<file path="src/rtl/ball_pkg.sv">
// rtl/ball_pkg.sv - shared state encoding, default geometry and clamp helper for the ball engine
package ball_pkg;

    typedef enum logic [1:0] {
        ST_IDLE  = 2'b00,
        ST_RUN   = 2'b01,
        ST_PAUSE = 2'b10,
        ST_MISS  = 2'b11
    } state_t;

    localparam int DEF_H_RES       = 640;
    localparam int DEF_V_RES       = 480;
    localparam int DEF_BALL_SIZE   = 8;
    localparam int DEF_PADDLE_W    = 64;
    localparam int DEF_PADDLE_Y    = 440;
    localparam int DEF_MISS_FRAMES = 60;
    localparam int DEF_XW          = 10;
    localparam int DEF_YW          = 9;

    // Saturate v into [lo, hi]; used for parking the ball above an off-screen paddle.
    function automatic int clamp(input int v, input int lo, input int hi);
        if (v < lo)
            return lo;
        else if (v > hi)
            return hi;
        else
            return v;
    endfunction

endpackage

</file>
<file path="src/rtl/btn_edge_sync.sv">
// rtl/btn_edge_sync.sv - two-flop button synchroniser with rising-edge pulse output
module btn_edge_sync (
    input  logic clk,
    input  logic rst,
    input  logic btn,
    output logic btn_edge
);

    logic sync1;
    logic sync2;
    logic sync2_d;

    // Bring the raw button into the clk domain and keep one delayed copy for edge detection.
    always_ff @(posedge clk) begin
        if (rst) begin
            sync1   <= 1'b0;
            sync2   <= 1'b0;
            sync2_d <= 1'b0;
        end else begin
            sync1   <= btn;
            sync2   <= sync1;
            sync2_d <= sync2;
        end
    end

    // Pulse for exactly one cycle when the synchronised level rises.
    always_comb begin
        btn_edge = sync2 & ~sync2_d;
    end

endmodule

</file>
<file path="src/rtl/ball_engine.sv">
// rtl/ball_engine.sv - per-frame ball position, rebounds, paddle hits, serve/pause and miss handling
module ball_engine
    import ball_pkg::*;
#(
    parameter int H_RES       = DEF_H_RES,
    parameter int V_RES       = DEF_V_RES,
    parameter int BALL_SIZE   = DEF_BALL_SIZE,
    parameter int PADDLE_W    = DEF_PADDLE_W,
    parameter int PADDLE_Y    = DEF_PADDLE_Y,
    parameter int MISS_FRAMES = DEF_MISS_FRAMES,
    parameter int XW          = DEF_XW,
    parameter int YW          = DEF_YW
) (
    input  logic          clk,
    input  logic          rst,
    input  logic          frame_tick,
    input  logic          btn,
    input  logic [1:0]    speed_sel,
    input  logic [XW-1:0] paddle_x,
    output logic [XW-1:0] x,
    output logic [YW-1:0] y,
    output logic          dir_x,
    output logic          dir_y,
    output logic [1:0]    state,
    output logic          hit,
    output logic          miss,
    output logic [7:0]    score
);

    localparam int MW = $clog2(MISS_FRAMES + 1);

    // Unsigned geometry in coordinate widths.
    localparam logic [XW-1:0] X_RST  = XW'(H_RES / 2 - BALL_SIZE / 2);
    localparam logic [XW-1:0] X_MAX  = XW'(H_RES - BALL_SIZE);
    localparam logic [YW-1:0] Y_PARK = YW'(PADDLE_Y - BALL_SIZE);
    localparam logic [YW-1:0] Y_MAX  = YW'(V_RES - BALL_SIZE);
    localparam logic [XW:0]   BS_X   = (XW + 1)'(BALL_SIZE);
    localparam logic [XW:0]   PW_X   = (XW + 1)'(PADDLE_W);
    localparam logic [MW-1:0] MISS_LAST = MW'(MISS_FRAMES - 1);

    // Signed thresholds one bit wider, so a step past zero reads as negative.
    localparam logic signed [XW:0] X_ZERO_S = '0;
    localparam logic signed [XW:0] X_MAX_S  = (XW + 1)'(H_RES - BALL_SIZE);
    localparam logic signed [YW:0] Y_ZERO_S = '0;
    localparam logic signed [YW:0] Y_PARK_S = (YW + 1)'(PADDLE_Y - BALL_SIZE);
    localparam logic signed [YW:0] Y_MAX_S  = (YW + 1)'(V_RES - BALL_SIZE);

    state_t          st;
    logic [MW-1:0]   miss_cnt;
    logic            btn_edge;

    logic [XW:0]          step_x;
    logic [YW:0]          step_y;
    logic signed [XW:0]   nx;
    logic signed [YW:0]   ny;
    logic [XW-1:0]        x_new;
    logic [YW-1:0]        y_new;
    logic                 dx_new;
    logic                 dy_new;
    logic                 overlap;
    logic                 do_hit;
    logic                 do_miss;
    logic [XW-1:0]        park_x;
    logic [7:0]           score_inc;

    btn_edge_sync u_btn (
        .clk      (clk),
        .rst      (rst),
        .btn      (btn),
        .btn_edge (btn_edge)
    );

    // Candidate next position for one RUN frame; both axes resolve together so corners flip both directions.
    always_comb begin
        step_x  = (XW + 1)'(speed_sel) + (XW + 1)'(1);
        step_y  = (YW + 1)'(speed_sel) + (YW + 1)'(1);
        nx      = dir_x ? signed'({1'b0, x} + step_x) : signed'({1'b0, x} - step_x);
        ny      = dir_y ? signed'({1'b0, y} + step_y) : signed'({1'b0, y} - step_y);
        x_new   = x;
        y_new   = y;
        dx_new  = dir_x;
        dy_new  = dir_y;
        do_hit  = 1'b0;
        do_miss = 1'b0;

        if (nx <= X_ZERO_S) begin
            x_new  = '0;
            dx_new = 1'b1;
        end else if (nx >= X_MAX_S) begin
            x_new  = X_MAX;
            dx_new = 1'b0;
        end else begin
            x_new = nx[XW-1:0];
        end

        // Paddle overlap is judged against the already-updated x.
        overlap = (({1'b0, x_new} + BS_X) > {1'b0, paddle_x}) &&
                  ({1'b0, x_new} < ({1'b0, paddle_x} + PW_X));

        if (ny <= Y_ZERO_S) begin
            y_new  = '0;
            dy_new = 1'b1;
        end else if (dir_y && (ny >= Y_PARK_S) && (y <= Y_PARK) && overlap) begin
            y_new  = Y_PARK;
            dy_new = 1'b0;
            do_hit = 1'b1;
        end else if (ny >= Y_MAX_S) begin
            y_new   = Y_MAX;
            do_miss = 1'b1;
        end else begin
            y_new = ny[YW-1:0];
        end

        park_x    = XW'(clamp(int'(paddle_x) + PADDLE_W / 2 - BALL_SIZE / 2, 0, H_RES - BALL_SIZE));
        score_inc = (score == 8'hFF) ? score : score + 8'd1;
    end

    // Game state machine; motion only on frame_tick, button edges win over a coincident tick.
    always_ff @(posedge clk) begin
        if (rst) begin
            st       <= ST_IDLE;
            x        <= X_RST;
            y        <= Y_PARK;
            dir_x    <= 1'b1;
            dir_y    <= 1'b0;
            hit      <= 1'b0;
            miss     <= 1'b0;
            score    <= 8'd0;
            miss_cnt <= '0;
        end else begin
            hit  <= 1'b0;
            miss <= 1'b0;
            case (st)
                ST_IDLE: begin
                    if (btn_edge) begin
                        st    <= ST_RUN;
                        dir_x <= 1'b1;
                        dir_y <= 1'b0;
                        score <= 8'd0;
                    end else if (frame_tick) begin
                        x <= park_x;
                        y <= Y_PARK;
                    end
                end
                ST_RUN: begin
                    if (btn_edge) begin
                        st <= ST_PAUSE;
                    end else if (frame_tick) begin
                        x     <= x_new;
                        y     <= y_new;
                        dir_x <= dx_new;
                        dir_y <= dy_new;
                        if (do_hit) begin
                            hit   <= 1'b1;
                            score <= score_inc;
                        end
                        if (do_miss) begin
                            miss     <= 1'b1;
                            st       <= ST_MISS;
                            miss_cnt <= '0;
                        end
                    end
                end
                ST_PAUSE: begin
                    if (btn_edge)
                        st <= ST_RUN;
                end
                ST_MISS: begin
                    if (frame_tick) begin
                        miss_cnt <= miss_cnt + MW'(1);
                        if (miss_cnt == MISS_LAST)
                            st <= ST_IDLE;
                    end
                end
                default: st <= ST_IDLE;
            endcase
        end
    end

    // State is exported directly from the register.
    always_comb begin
        state = st;
    end

endmodule

</file>
<file path="config.mk">
export PLATFORM = sky130hd
export DESIGN_NAME = ball_engine
export DESIGN_NICKNAME = d
export VERILOG_FILES = /design/src/rtl/ball_pkg.sv /design/src/rtl/btn_edge_sync.sv /design/src/rtl/ball_engine.sv
export SDC_FILE = /design/constraint.sdc
export NUM_CORES = 1
export LEC_CHECK = 0
export CORE_MARGIN = 3
export CORE_UTILIZATION = 57
export CTS_BUF_LIST = sky130_fd_sc_hd__clkbuf_8
export CTS_CLUSTER_DIAMETER = 120
export DETAILED_ROUTE_END_ITERATION = 10
export DONT_BUFFER_PORTS = 1
export GPL_TIMING_DRIVEN = 1
export PLACE_DENSITY_LB_ADDON = 0.12
export SYNTH_ARGS = -nofsm -noshare
export SYNTH_HDL_FRONTEND = slang
export SYNTH_SLANG_ARGS = --single-unit
</file>
<file path="constraint.sdc">
create_clock -name clk -period 10.1 [get_ports clk]
set_input_delay 2.02 -clock clk [delete_from_list [all_inputs] [get_ports clk]]
set_output_delay 2.02 -clock clk [all_outputs]
set_load 0.05 [all_outputs]
</file>
## Word level (Yosys, flattened, before mapping)

Cells that the tools add are included.

- Flip-flop bits (word level): 42
- Input port bits: 16
- Output and inout bits: 33
- Word-level logic and storage cells: 129

- $add $sub $neg: 12
- Multiplexer cells: 56
- Equal/unequal tests: 20
- $lt $le $gt $ge: 10
- Reduce and logical (&&, ||, !) cells: 15
- Bitwise logic cells: 4

Operators by type and width:

| operator | count |
|---|---|
| $mux W10 | 9 |
| $mux W9 | 7 |
| $mux W8 | 5 |
| $reduce_and A5 Y1 | 5 |
| $mux W6 | 4 |
| $ge A10 B10 Y1 const B | 2 |
| $ne A2 B2 Y1 const B | 10 |
| $pmux W10 S2 | 1 |
| $pmux W9 S2 | 1 |
| $mux W1 | 17 |
| $pmux W8 S2 | 1 |
| $gt A12 B11 Y1 const B | 1 |
| $lt A12 B1 Y1 const B | 1 |
| $mux W2 | 6 |
| $ne A3 B3 Y1 const B | 4 |
| $pmux W6 S2 | 1 |
| $sub A11 B3 Y12 const B | 1 |
| $add A10 B3 Y11 | 1 |
| $add A10 B4 Y11 const B | 1 |
| $add A10 B6 Y11 const B | 1 |
| $add A10 B7 Y11 const B | 1 |
| $ge A11 B11 Y1 const B | 1 |
| $gt A11 B10 Y1 | 1 |
| $le A11 B1 Y1 const B | 1 |
| other kinds (25) | 34 |

## Depth between registers and ports, before layout

Gate-level depths: netlist (run 1).

- Depth after elaboration: 16
- Depth in mapped cells: 27

## Hierarchy

From an unflattened synthesis (run 1), not the netlist that was laid out.

- Cells, all modules: 543
- Area, all modules: 4312.9 um2

By module, submodules not included:

| module | cells an instance | seq. area each (um2) | area each (um2) | times used |
|---|---|---|---|---|
| ball_engine | 536 | 780.7 | 4225.3 | 1 |
| btn_edge_sync | 7 | 60.1 | 87.6 | 1 |

## Least setup slack after synthesis (run 1)

Ideal clock, no wire load.

- Kind: input port to flip-flop
- Start: input speed_sel[0]
- End: register y[4]
- Slack: 2783 ps
- Arrival: 7195 ps
- Required time: 9978 ps
- Stages on the path: 24
- Buffers on the path: 1
- Setup time: 122 ps
- Path through: inv_1 > ha_1 > a21oi_1 > ha_1 > and3b_1 > or2_0 > buf_2 > or3_4 > a221oi_1 > o2111ai_1 > nand2_1 > a21o_1 > inv_1 > ha_1 > xor2_1 > ha_1 > a21o_1 > a221oi_1 > a21oi_1 > a2111oi_0 > or4_1 > o21ba_2 > or4_1 > a221o_1

- Word-level cells in the longest chain between the ends: 15

Ends and longest elaborated chain:

| item | RTL line | RTL |
|---|---|---|
| from (decl) | ball_engine.sv:18 | `input logic [1:0] speed_sel,` |
| $add A2 B1 Y3 | ball_engine.sv:75, ball_engine.sv:76 |  |
| $sub A10 B3 Y11 / $add A10 B3 Y11 (equally long branches) | ball_engine.sv:77 | `nx = dir_x ? signed'({1'b0, x} + step_x) : signed'({1'b0, x} - step_x);` |
| $mux W11 | ball_engine.sv:77 |  |
| $ge A11 B11 Y1 | ball_engine.sv:89 | `end else if (nx >= X_MAX_S) begin` |
| $mux W10 | ball_engine.sv:89 |  |
| $mux W10 | ball_engine.sv:86 | `if (nx <= X_ZERO_S) begin` |
| $add A10 B4 Y11 | ball_engine.sv:97 | `overlap = (({1'b0, x_new} + BS_X) > {1'b0, paddle_x}) &&` |
| $gt A11 B10 Y1 | ball_engine.sv:97 |  |
| $logic_and A1 B1 Y1 | ball_engine.sv:97 |  |
| $logic_and A1 B1 Y1 | ball_engine.sv:103 | `end else if (dir_y && (ny >= Y_PARK_S) && (y <= Y_PARK) && overlap) begin` |
| $mux W9 | ball_engine.sv:103 |  |
| $mux W9 * | ball_engine.sv:100 | `if (ny <= Y_ZERO_S) begin` |
| $mux W9 * | ball_engine.sv:148 | `end else if (frame_tick) begin` |
| $mux W9 * | ball_engine.sv:146 | `if (btn_edge) begin` |
| $pmux W9 S2 * | ball_engine.sv:133 | `case (st)` |
| to (signal assigned) | ball_engine.sv:150 | `y <= y_new;` |
| to (decl) | ball_engine.sv:21 | `output logic [YW-1:0] y,` |

Every way passes the cells marked *; elsewhere a longest branch is shown, timed or not. The select of a mux whose other input is x is not followed.
A chain may end at the register's enable or synchronous reset.

## Worst setup path in the final report (run 1)

Ends and elaborated chain as after synthesis.

==> impl_metrics.py, run 1 <==
metrics = {
    "setup_path": {
        "crit_end": "y[4]$_SDFFE_PP1P_",
        "startpoint": "speed_sel[0]",
        "reg2reg_from": "x[0]$_SDFFE_PP0P_",
        "cp.required_ps": 10290,
        "cp_slowest_cell": "or4_1",
        "crit_top_cell": "ha_1",
        "rrSetupSlack_ps": 3740,
        "cp.arrival_ps": 8100,
        "reg2reg_depth": 21,
        "start_kind": "primary input",
        "cp_cell_sequence": "inv_1 > ha_1 > a21oi_1 > ha_1 > and3b_1 > or2_0 > or3_4 > a221oi_1 > o2111ai_1 > nand2_1 > a21o_1 > inv_1 > ha_1 > xor2_1 > ha_1 > a21o_1 > a221oi_1 > a21oi_1 > a2111oi_0 > or4_1 > o21ba_2 > or4_1 > a221o_1",
        "path_class": "in -> reg",
        "endpoint_kind": "register",
        "cp_max_fo": 8,
        "r2r_end": "y[4]$_SDFFE_PP1P_",
        "slowest_delay_ps": 510,
    },
    "synthesis": {
        "synth_top_area_cell": "dfxtp_1",
        "syn_nets": 590,
        "synth_most_common_cell": "nand2_1",
        "postSynth.asyncResetShare": 0,
        "synth_common_cells": "nand2_1, a21oi_1, dfxtp_1",
        "ys_seq_elements": 42,
        "syn_area_per_cell_um2": 7.64,
        "syn_inst": 531,
        "synth_top_area_share": 0.207,
        "synth_ff_type": "dfxtp_1",
        "yosysWarnings": 0,
        "synth_cell_type_count": 79,
        "syn_area_mm2": 0.00406,
        "yosysSeqAreaShare": 0.207,
        "synth_enable_flop_cells": 0,
        "yosys-top-cells-area": "dfxtp_1, ha_1, a21oi_1",
    },
    "final_layout": {
        "seq_area_um2": 841,
        "finalInstanceArea_mm2": 0.00416,
        "drive_gt1_frac": 0.0601,
        "fillers": 655,
        "n_antenna_cell": 0,
        "syn_to_final_growth_pct": 2.50,
        "multi_input_area_mm2": 0.00300,
        "nets": 574,
    },
    "clocking": {
        "hold_buffers": 0,
        "cts_setup_buffers": 0,
        "cts_tree": "built",
        "clk_latency_ps": 300,
        "cts_max_level": 2,
        "numClockSinks": 42,
        "clock-root-buffer": "clkbuf_8",
        "cts_resized": 0,
        "clk_path_buf_depth": 2,
        "cts_inserted_buffers": 5,
        "path_clk_slew_ps": 80,
    },
    "grt": {
        "grt.total_usage": 0.261,
        "grt_antenna_before_repair": 0,
        "grt_max_degree": 25,
        "grt_overflow_total": 0,
        "grt_pass1_wl_mm": 17.8,
        "grt_pass1_vias": 3727,
    },
    "die": {
        "die_w_um": 90.4,
        "rows": 30,
        "ioPinCount": 49,
        "coreArea_mm2": 0.00683,
        "start_util": 0.594,
        "die-height_um": 90.4,
        "die-area_mm2": 0.00817,
    },
    "drt": {
        "drtIter0Drc": 208,
        "ant_nets": 0,
        "num_vias": 3905,
        "wl_mm": 10.7,
        "drcViolationCount": 0,
        "vias_per_cell": 6.38,
        "wl_per_cell_um": 17.5,
        "drtPass1Iterations": 5,
    },
    "place": {
        "port_buffers": 0,
        "placed_area_mm2": 0.00407,
        "hpwlAfterDp_mm": 8.38,
        "place.gp.congestion": 1.01,
    },
    "timing": {
        "setup_tns_ps": 0,
        "grt_setup_unrepaired": "no",
        "skew_ps": 11.8,
        "relSlewSlack": 0.395,
        "hold-worst-slack_ps": 452,
        "finalCritPeriodShare": 0.783,
        "worst_slew_pin_slew_ps": 907,
        "fin_crit_ps": 7910,
        "finalHoldViolations": 0,
        "setup_viol": 0,
        "max_freq_mhz": 127,
        "slew_violations": 0,
    },
    "power_and_ir_drop": {
        "p_per_area_mw_per_mm2": 136,
        "pwr-share-seq": 0.364,
        "peakVddDrop_mv": 0.0862,
        "p_switching_mw": 0.244,
        "total_power_mw": 0.568,
        "switching_share": 0.430,
        "intPower_mw": 0.323,
        "p_leak_nw": 1.69,
        "combPwrFrac": 0.441,
        "p_clk_frac": 0.194,
    },
    "run": {
        "max-cap-violations": 0,
    },
    "run_status": {
        "status": "finished, final reports clean",
    },
    "worst_hold_path": {
        "holdCritPathClass": "reg -> reg",
    },
}
## cell type report
type / count / share of cell area
clock inverters: 3 / 0.00421
multi-input cells: 437 / 0.721
clock buffers: 5 / 0.0165
flip-flops and latches: 42 / 0.202
repair buffers: 1 / 0.00180
inverters: 28 / 0.0253
well taps: 96 / 0.0289
## stage by stage
step	cells	util	setup slack [ps]
floorplan	531	-	2780
global placement	604	0.596	2240
detailed placement	604	0.596	1930
CTS	612	0.609	2260
global route	612	0.609	1740
finish	612	0.609	2190
## state kept, by name, summed over array words and instances, names as in the netlist
name,count
miss,1
state,2
dir_y,1
y,9
score,8
u_btn.sync1,1
miss_cnt,6
hit,1
u_btn.sync2_d,1
x,10
dir_x,1
u_btn.sync2,1
## worst min-delay path by stage
stage	start	endpoint	depth (start not counted)
6_report	u_btn.sync1$_SDFF_PP0_	u_btn.sync2$_SDFF_PP0_	1
2_1_floorplan	u_btn.sync1$_SDFF_PP0_	u_btn.sync2$_SDFF_PP0_	1
3_3_place_gp	u_btn.sync1$_SDFF_PP0_	u_btn.sync2$_SDFF_PP0_	1
5_1_grt	u_btn.sync1$_SDFF_PP0_	u_btn.sync2$_SDFF_PP0_	1
3_5_place_dp	u_btn.sync1$_SDFF_PP0_	u_btn.sync2$_SDFF_PP0_	1
4_1_cts	u_btn.sync1$_SDFF_PP0_	u_btn.sync2$_SDFF_PP0_	1
## routing by layer
metal	up-vias	global-route usage	routed length (um)
li1	1939	-	-
met1	1837	0.321	4650
met2	111	0.454	5330
met3	18	0.0433	508
met4	0	0.0982	210
met5	-	0	0
## power groups by stage
stage                     sequential, mW  combinational [mW]  clock [mW]
after global routing               0.208               0.282       0.118
after CTS                          0.207               0.247       0.112
after detailed placement           0.211               0.246           0
final                              0.207               0.251       0.110
after global placement             0.211               0.241           0
after floorplan                    0.204               0.201           0
## worst max-delay path, delay by kind of cell
family                   cells  cell delay (ps)
AO/OA/AOI/OAI               10             2630
AND/OR/NAND/NOR              6             1990
XOR/XNOR                     1              170
adder cells (fa/ha/maj)      4             1150
buffers and inverters        2              130
## placed cells by master (no fill, tap or decap), types with 4 or more instances in the layout
cell type,n
o31ai_1,4
xor2_1,9
a221oi_1,4
nor2b_1,10
a32oi_1,4
clkbuf_8,5
nand3_1,28
mux2i_1,4
nand2b_1,9
dfxtp_1,42
a31oi_1,11
nand4_1,8
and3_1,7
nor2_1,36
inv_1,29
o211ai_1,5
ha_1,41
a21o_1,10
a211oi_1,7
or2_2,7
nor3_1,12
or4_1,10
a21oi_1,43
xnor2_1,16
nor4_1,5
o21ai_0,32
nand2_1,44
## kinds of logic (layout without fill, tap and decap cells)
family | Yosys count | after routing | share of synthesized area
simple gates | 198 | 198 | 0.259
xor+xnor | 25 | 25 | 0.0539
compound gates | 165 | 165 | 0.275
fa+ha+maj | 44 | 44 | 0.139
buf+inv | 52 | 37 | 0.0536
flops | 42 | 42 | 0.207
mux | 5 | 5 | 0.0126
(Power assumes the default switching activity.)
==> run 2, diff against run 1 <==
==> constraint.sdc (replaced) <==
create_clock -name clk -period 7 [get_ports clk]
set_input_delay 1.4 -clock clk [delete_from_list [all_inputs] [get_ports clk]]
set_output_delay 1.4 -clock clk [all_outputs]
set_load 0.05 [all_outputs]
==> run 2 against run 1 <==
Compared with the run above: wire length is 1.5% higher; sequential cell count stayed put; critical path depth is 2 higher; first-iteration DRC count is 3.4% higher; non-clock buffer count is 14 higher; clock-buffer cell count stayed put; worst setup slack worse by 1900 ps; hold slack worse by 6.3 ps; die area stayed put; total power is 54% higher; via count is 3.4% higher.
==> impl_metrics.py, run 2 (synthesis gave the netlist of run 1 again) <==
metrics = {
    "place": {
        "hpwlAfterDp_mm": 8.49,
        "place_inst": 618,
        "post-place-ws_ps": -65.3,
        "port_buffers": 0,
        "place.gp.congestion": 0.887,
        "placed_area_mm2": 0.00418,
    },
    "run": {
        "max-cap-violations": 0,
    },
    "setup_path": {
        "cp_max_fo": 17,
        "cp_slowest_cell": "or4_1",
        "path_class": "in -> reg",
        "cp.arrival_ps": 6900,
        "reg2reg_depth": 21,
        "rrSetupSlack_ps": 1150,
        "crit_top_cell": "ha_1",
        "reg2reg_from": "x[5]$_SDFFE_PP1P_",
        "path_delay_family": "simple AND/OR/NAND/NOR gates",
        "r2r_end": "score[6]$_SDFFE_PP0P_",
        "endpoint_kind": "register",
        "crit_cells": 25,
        "cp.required_ps": 7220,
        "cp_num_buf_inv": 3,
        "startpoint": "speed_sel[0]",
        "slowest_delay_ps": 540,
        "start_kind": "primary input",
        "crit_end": "score[6]$_SDFFE_PP0P_",
    },
    "timing": {
        "setup_viol": 0,
        "worst_slack_ps": 318,
        "slew_violations": 0,
        "fin_crit_ps": 6680,
        "finalHoldViolations": 0,
        "skew_ps": 3.75,
        "finalCritPeriodShare": 0.955,
        "max_freq_mhz": 150,
        "worst_slew_pin_slew_ps": 907,
        "relSlewSlack": 0.395,
    },
    "final_layout": {
        "drive_gt1_frac": 0.104,
        "syn_to_final_growth_pct": 7.46,
        "nets": 588,
        "largest_register": "x",
        "layout_common_cells": "nand2_1, dfxtp_1, a21oi_1",
        "n_antenna_cell": 0,
        "fin_cells": 626,
        "final_core_util": 0.638,
        "finalInstanceArea_mm2": 0.00436,
        "reg.largest.list": "x: 10 flops, y: 9 flops, score: 8 flops",
        "final_common_cell": "nand2_1",
        "largest_reg_flops": 10,
    },
    "die": {
        "die-area_mm2": 0.00817,
        "ioPinCount": 49,
        "coreArea_mm2": 0.00683,
        "rows": 30,
        "die_w_um": 90.4,
        "die-height_um": 90.4,
        "start_util": 0.594,
    },
    "clocking": {
        "cts_max_level": 2,
        "cts_setup_buffers": 0,
        "numClockSinks": 42,
        "hold_buffers": 0,
        "clk_path_buf_depth": 2,
        "clk_latency_ps": 290,
        "clock-root-buffer": "clkbuf_8",
        "cts_inserted_buffers": 5,
        "cts_resized": 0,
        "cts_tree": "built",
        "path_clk_slew_ps": 80,
    },
    "grt": {
        "grt_overflow_total": 0,
        "grt_max_degree": 24,
        "grt_pass1_wl_mm": 17.8,
        "grt.total_usage": 0.257,
        "grt_pass1_vias": 3736,
        "grt_antenna_before_repair": 0,
    },
    "drt": {
        "vias_per_cell": 6.45,
        "num_vias": 4038,
        "drcViolationCount": 0,
        "drtPass1Iterations": 5,
        "wl_mm": 10.9,
        "wl_per_cell_um": 17.3,
        "drtIter0Drc": 215,
        "ant_nets": 0,
    },
    "power_and_ir_drop": {
        "p_clk_frac": 0.215,
        "intPower_mw": 0.521,
        "p_leak_nw": 1.78,
        "switching_share": 0.406,
        "pwr-share-seq": 0.340,
        "p_per_area_mw_per_mm2": 201,
        "peakVddDrop_mv": 0.122,
        "total_power_mw": 0.877,
        "combPwrFrac": 0.444,
        "p_switching_mw": 0.356,
    },
    "worst_hold_path": {
        "holdCritPathClass": "reg -> reg",
    },
    "run_status": {
        "status": "finished, final reports clean",
    },
}
## run 2: worst min path at each step
| stage | start | to | slack [ps] | depth (start not counted) |
|---|---|---|---|---|
| 5_1_grt | u_btn.sync1$_SDFF_PP0_ | u_btn.sync2$_SDFF_PP0_ | 460 | 1 |
| 6_report | u_btn.sync1$_SDFF_PP0_ | u_btn.sync2$_SDFF_PP0_ | 450 | 1 |
| 3_3_place_gp | u_btn.sync1$_SDFF_PP0_ | u_btn.sync2$_SDFF_PP0_ | 420 | 1 |
| 4_1_cts | u_btn.sync1$_SDFF_PP0_ | u_btn.sync2$_SDFF_PP0_ | 450 | 1 |
| 3_5_place_dp | u_btn.sync1$_SDFF_PP0_ | u_btn.sync2$_SDFF_PP0_ | 430 | 1 |
| 2_1_floorplan | u_btn.sync1$_SDFF_PP0_ | u_btn.sync2$_SDFF_PP0_ | 410 | 1 |
## run 2: metal layers
metal / track usage / routed length [um]
met1: 0.330 / 4780
met4: 0.0612 / 163
met2: 0.451 / 5330
met5: 0 / 0
met3: 0.0408 / 578
## run 2: area by class of cell
cell class	instances	area, um2
Inverter	28	105
Clock inverter	3	41.3
Multi-Input combinational cell	437	3070
Sequential cell	42	841
Clock buffer	5	68.8
Timing Repair Buffer	15	113
Tap cell	96	120
Fill cell	650	2470
## run 2: worst reg2reg max path, stage by stage, from the launching register on
cell and delay [ps]:
dfxtp_1 740, ha_1 360, and3b_1 200, or2_1 300, or3_4 420, a221oi_1 290, o2111ai_1 200, nand2_2 180
a21o_1 120, inv_1 60, ha_1 220, and3_1 170, a21o_1 160, ha_1 300, nand3_1 110, o21ai_0 120
a311oi_1 250, nand4_1 110, or4_1 500, o21bai_4 280, or4_1 540, a21oi_1 150
## run 2: per-stage QoR
step | hold slack (ps) | setup TNS [ps]
after floorplan | 414 | 0
final | 446 | 0
after CTS | 450 | 0
after global routing | 463 | -32.1
after global placement | 420 | 0
after detailed placement | 428 | -186
## run 2: power groups by stage
| stage | combinational (mW) | sequential [mW] | clock (mW) |
|---|---|---|---|
| floorplan | 0.290 | 0.294 | 0 |
| global placement | 0.360 | 0.304 | 0 |
| detailed placement | 0.368 | 0.304 | 0 |
| CTS | 0.371 | 0.298 | 0.193 |
| global route | 0.435 | 0.300 | 0.201 |
| finish | 0.390 | 0.298 | 0.189 |
==> run 3, diff against run 2 <==
--- a/config.mk
+++ b/config.mk
@@ -5,12 +5,12 @@
 export SDC_FILE = /design/constraint.sdc
 export NUM_CORES = 1
 export LEC_CHECK = 0
+export BUFFER_PORTS_ARGS = -buffer_cell sky130_fd_sc_hd__buf_2
 export CORE_MARGIN = 3
-export CORE_UTILIZATION = 57
+export CORE_UTILIZATION = 55
 export CTS_BUF_LIST = sky130_fd_sc_hd__clkbuf_8
 export CTS_CLUSTER_DIAMETER = 120
 export DETAILED_ROUTE_END_ITERATION = 10
-export DONT_BUFFER_PORTS = 1
 export GPL_TIMING_DRIVEN = 1
 export PLACE_DENSITY_LB_ADDON = 0.12
 export SYNTH_ARGS = -nofsm -noshare
==> run 3 against run 2 <==
Compared with the run above: via count is 6.4% higher; die area is 3.4% higher; clock power is 7% higher; non-clock buffer count is 63 higher; total power is 5.9% higher; hold slack better by 12 ps; critical path depth is 1 lower; wire length is 5.0% higher; global-route usage is 0.35 points higher; core utilization is 3.2 points higher; register-to-register slack better by 280 ps; critical path type unchanged; largest cell class unchanged; highest routed layer unchanged.
==> impl_metrics.py, run 3 (synthesis gave the netlist of run 1 again) <==
metrics = {
    "drt": {
        "vias_per_cell": 6.24,
        "wl_mm": 11.4,
        "num_vias": 4297,
        "ant_nets": 0,
        "drcViolationCount": 0,
        "drtIter0Drc": 256,
        "drtPass1Iterations": 6,
        "wl_per_cell_um": 16.5,
    },
    "place": {
        "placed_area_mm2": 0.00452,
        "port_buffers": 48,
        "place.gp.congestion": 0.962,
        "hpwlAfterDp_mm": 8.88,
    },
    "power_and_ir_drop": {
        "p_per_area_mw_per_mm2": 198,
        "p_leak_nw": 2.05,
        "peakVddDrop_mv": 0.137,
    },
    "final_layout": {
        "reg.largest.list": "x: 10 flops, y: 9 flops, score: 8 flops",
        "syn_to_final_growth_pct": 15.4,
        "n_antenna_cell": 0,
        "largest_reg_flops": 10,
        "largest_register": "x",
        "finalInstanceArea_mm2": 0.00468,
        "final_core_util": 0.671,
        "drive_gt1_frac": 0.196,
        "layout_common_cells": "buf_2, nand2_1, dfxtp_1",
        "final_common_cell": "buf_2",
        "nets": 651,
        "fillers": 608,
    },
    "setup_path": {
        "start_kind": "primary input",
        "cp_slowest_cell": "or4_1",
        "endpoint_kind": "register",
        "cp.required_ps": 7190,
        "cp_max_fo": 7,
        "path_class": "in -> reg",
        "reg2reg_depth": 21,
        "cp.arrival_ps": 6830,
        "crit_top_cell": "ha_1",
        "cp_cell_sequence": "buf_2 > inv_1 > ha_1 > xor2_2 > fa_1 > nand3_1 > a211oi_2 > or3_4 > a221oi_1 > o2111ai_1 > nand2_1 > a21o_1 > inv_1 > ha_1 > xor2_1 > ha_1 > a21o_1 > a221oi_2 > a21oi_1 > a2111oi_2 > or4_1 > o21ba_2 > or4_1 > a221o_1",
        "slowest_delay_ps": 510,
    },
    "timing": {
        "max_freq_mhz": 151,
        "slew_violations": 0,
        "finalHoldViolations": 0,
        "setup_viol": 0,
        "finalCritPeriodShare": 0.949,
        "setup_tns_ps": 0,
        "skew_ps": 17.2,
        "grt_setup_unrepaired": "no",
        "worst_slew_pin_slew_ps": 796,
        "relSlewSlack": 0.468,
        "fin_crit_ps": 6640,
    },
    "grt": {
        "grt.total_usage": 0.261,
        "grt_max_degree": 23,
        "grt_pass1_wl_mm": 18.1,
        "grt_overflow_total": 0,
        "grt_pass1_vias": 3978,
        "grt_antenna_before_repair": 0,
    },
    "worst_hold_path": {
        "hold_depth": 1,
        "holdCritPathClass": "reg -> reg",
    },
    "die": {
        "rows": 30,
        "die_w_um": 91.9,
        "start_util": 0.581,
        "die-area_mm2": 0.00845,
        "coreArea_mm2": 0.00698,
        "ioPinCount": 49,
        "die-height_um": 91.9,
    },
    "clocking": {
        "cts_inserted_buffers": 5,
        "path_clk_slew_ps": 90,
        "cts_max_level": 2,
        "cts_tree": "built",
        "clk_path_buf_depth": 2,
        "numClockSinks": 42,
        "clk_latency_ps": 310,
        "clock-root-buffer": "clkbuf_8",
    },
    "run": {
        "max-cap-violations": 0,
    },
    "run_status": {
        "status": "finished, final reports clean",
    },
}
==> run 3: final cells by class <==
type | count | area, um2 | share of cell area
tap | 96 | 120 | 0.0256
clock inverter | 3 | 45.0 | 0.00962
inverter | 28 | 105 | 0.0224
clock buffer | 5 | 68.8 | 0.0147
timing repair buffer | 78 | 465 | 0.0994
multi-input combinational | 437 | 3040 | 0.649
sequential | 42 | 841 | 0.180
==> run 3: final timing paths <==
check                                              end  slack (ps)                    from
worst max register to register       y[4]$_SDFFE_PP1P_        1430      dir_x$_SDFFE_PP1P_
worst min register to register  u_btn.sync2$_SDFF_PP0_         460  u_btn.sync1$_SDFF_PP0_
worst max-delay path                 y[4]$_SDFFE_PP1P_         360            speed_sel[0]
worst min-delay path            u_btn.sync2$_SDFF_PP0_         460  u_btn.sync1$_SDFF_PP0_
==> run 3: metal layers <==
metal,GRT usage,vias up,share of wire
li1,-,2100,-
met1,0.318,2040,0.42
met2,0.467,137,0.50
met3,0.0377,20,0.058
met4,0.0879,0,0.017
met5,0,-,0
==> run 3: through the flow <==
step	worst slack, ps	instances	hold slack, ps	power, mW
2_1_floorplan	303	531	414	0.584
3_3_place_gp	-217	679	430	0.699
3_5_place_dp	-241	679	427	0.710
4_1_cts	59.1	687	460	0.909
5_1_grt	4.53	689	480	0.979
6_report	358	689	459	0.928
==> run 3: timing repair <==
item	CTS	global route
gates resized for setup	0	9
buffers inserted	0	2
setup endpoints to repair	0	22
hold buffers	0	0
==> run 3: power by group <==
group / switching (mW) / internal [mW] / total, mW / leakage (nW)
logic: 0.271 / 0.190 / 0.461 / 1.66
registers: 0.0163 / 0.249 / 0.265 / 0.342
clock network: 0.0959 / 0.106 / 0.202 / 0.0504
==> run 3: critical path: cells and delay by family <==
family	cells	cell delay, ps
simple gates	5	1400
compound gates	10	2140
buf+inv	3	200
xor+xnor	2	380
fa+ha+maj	4	1310
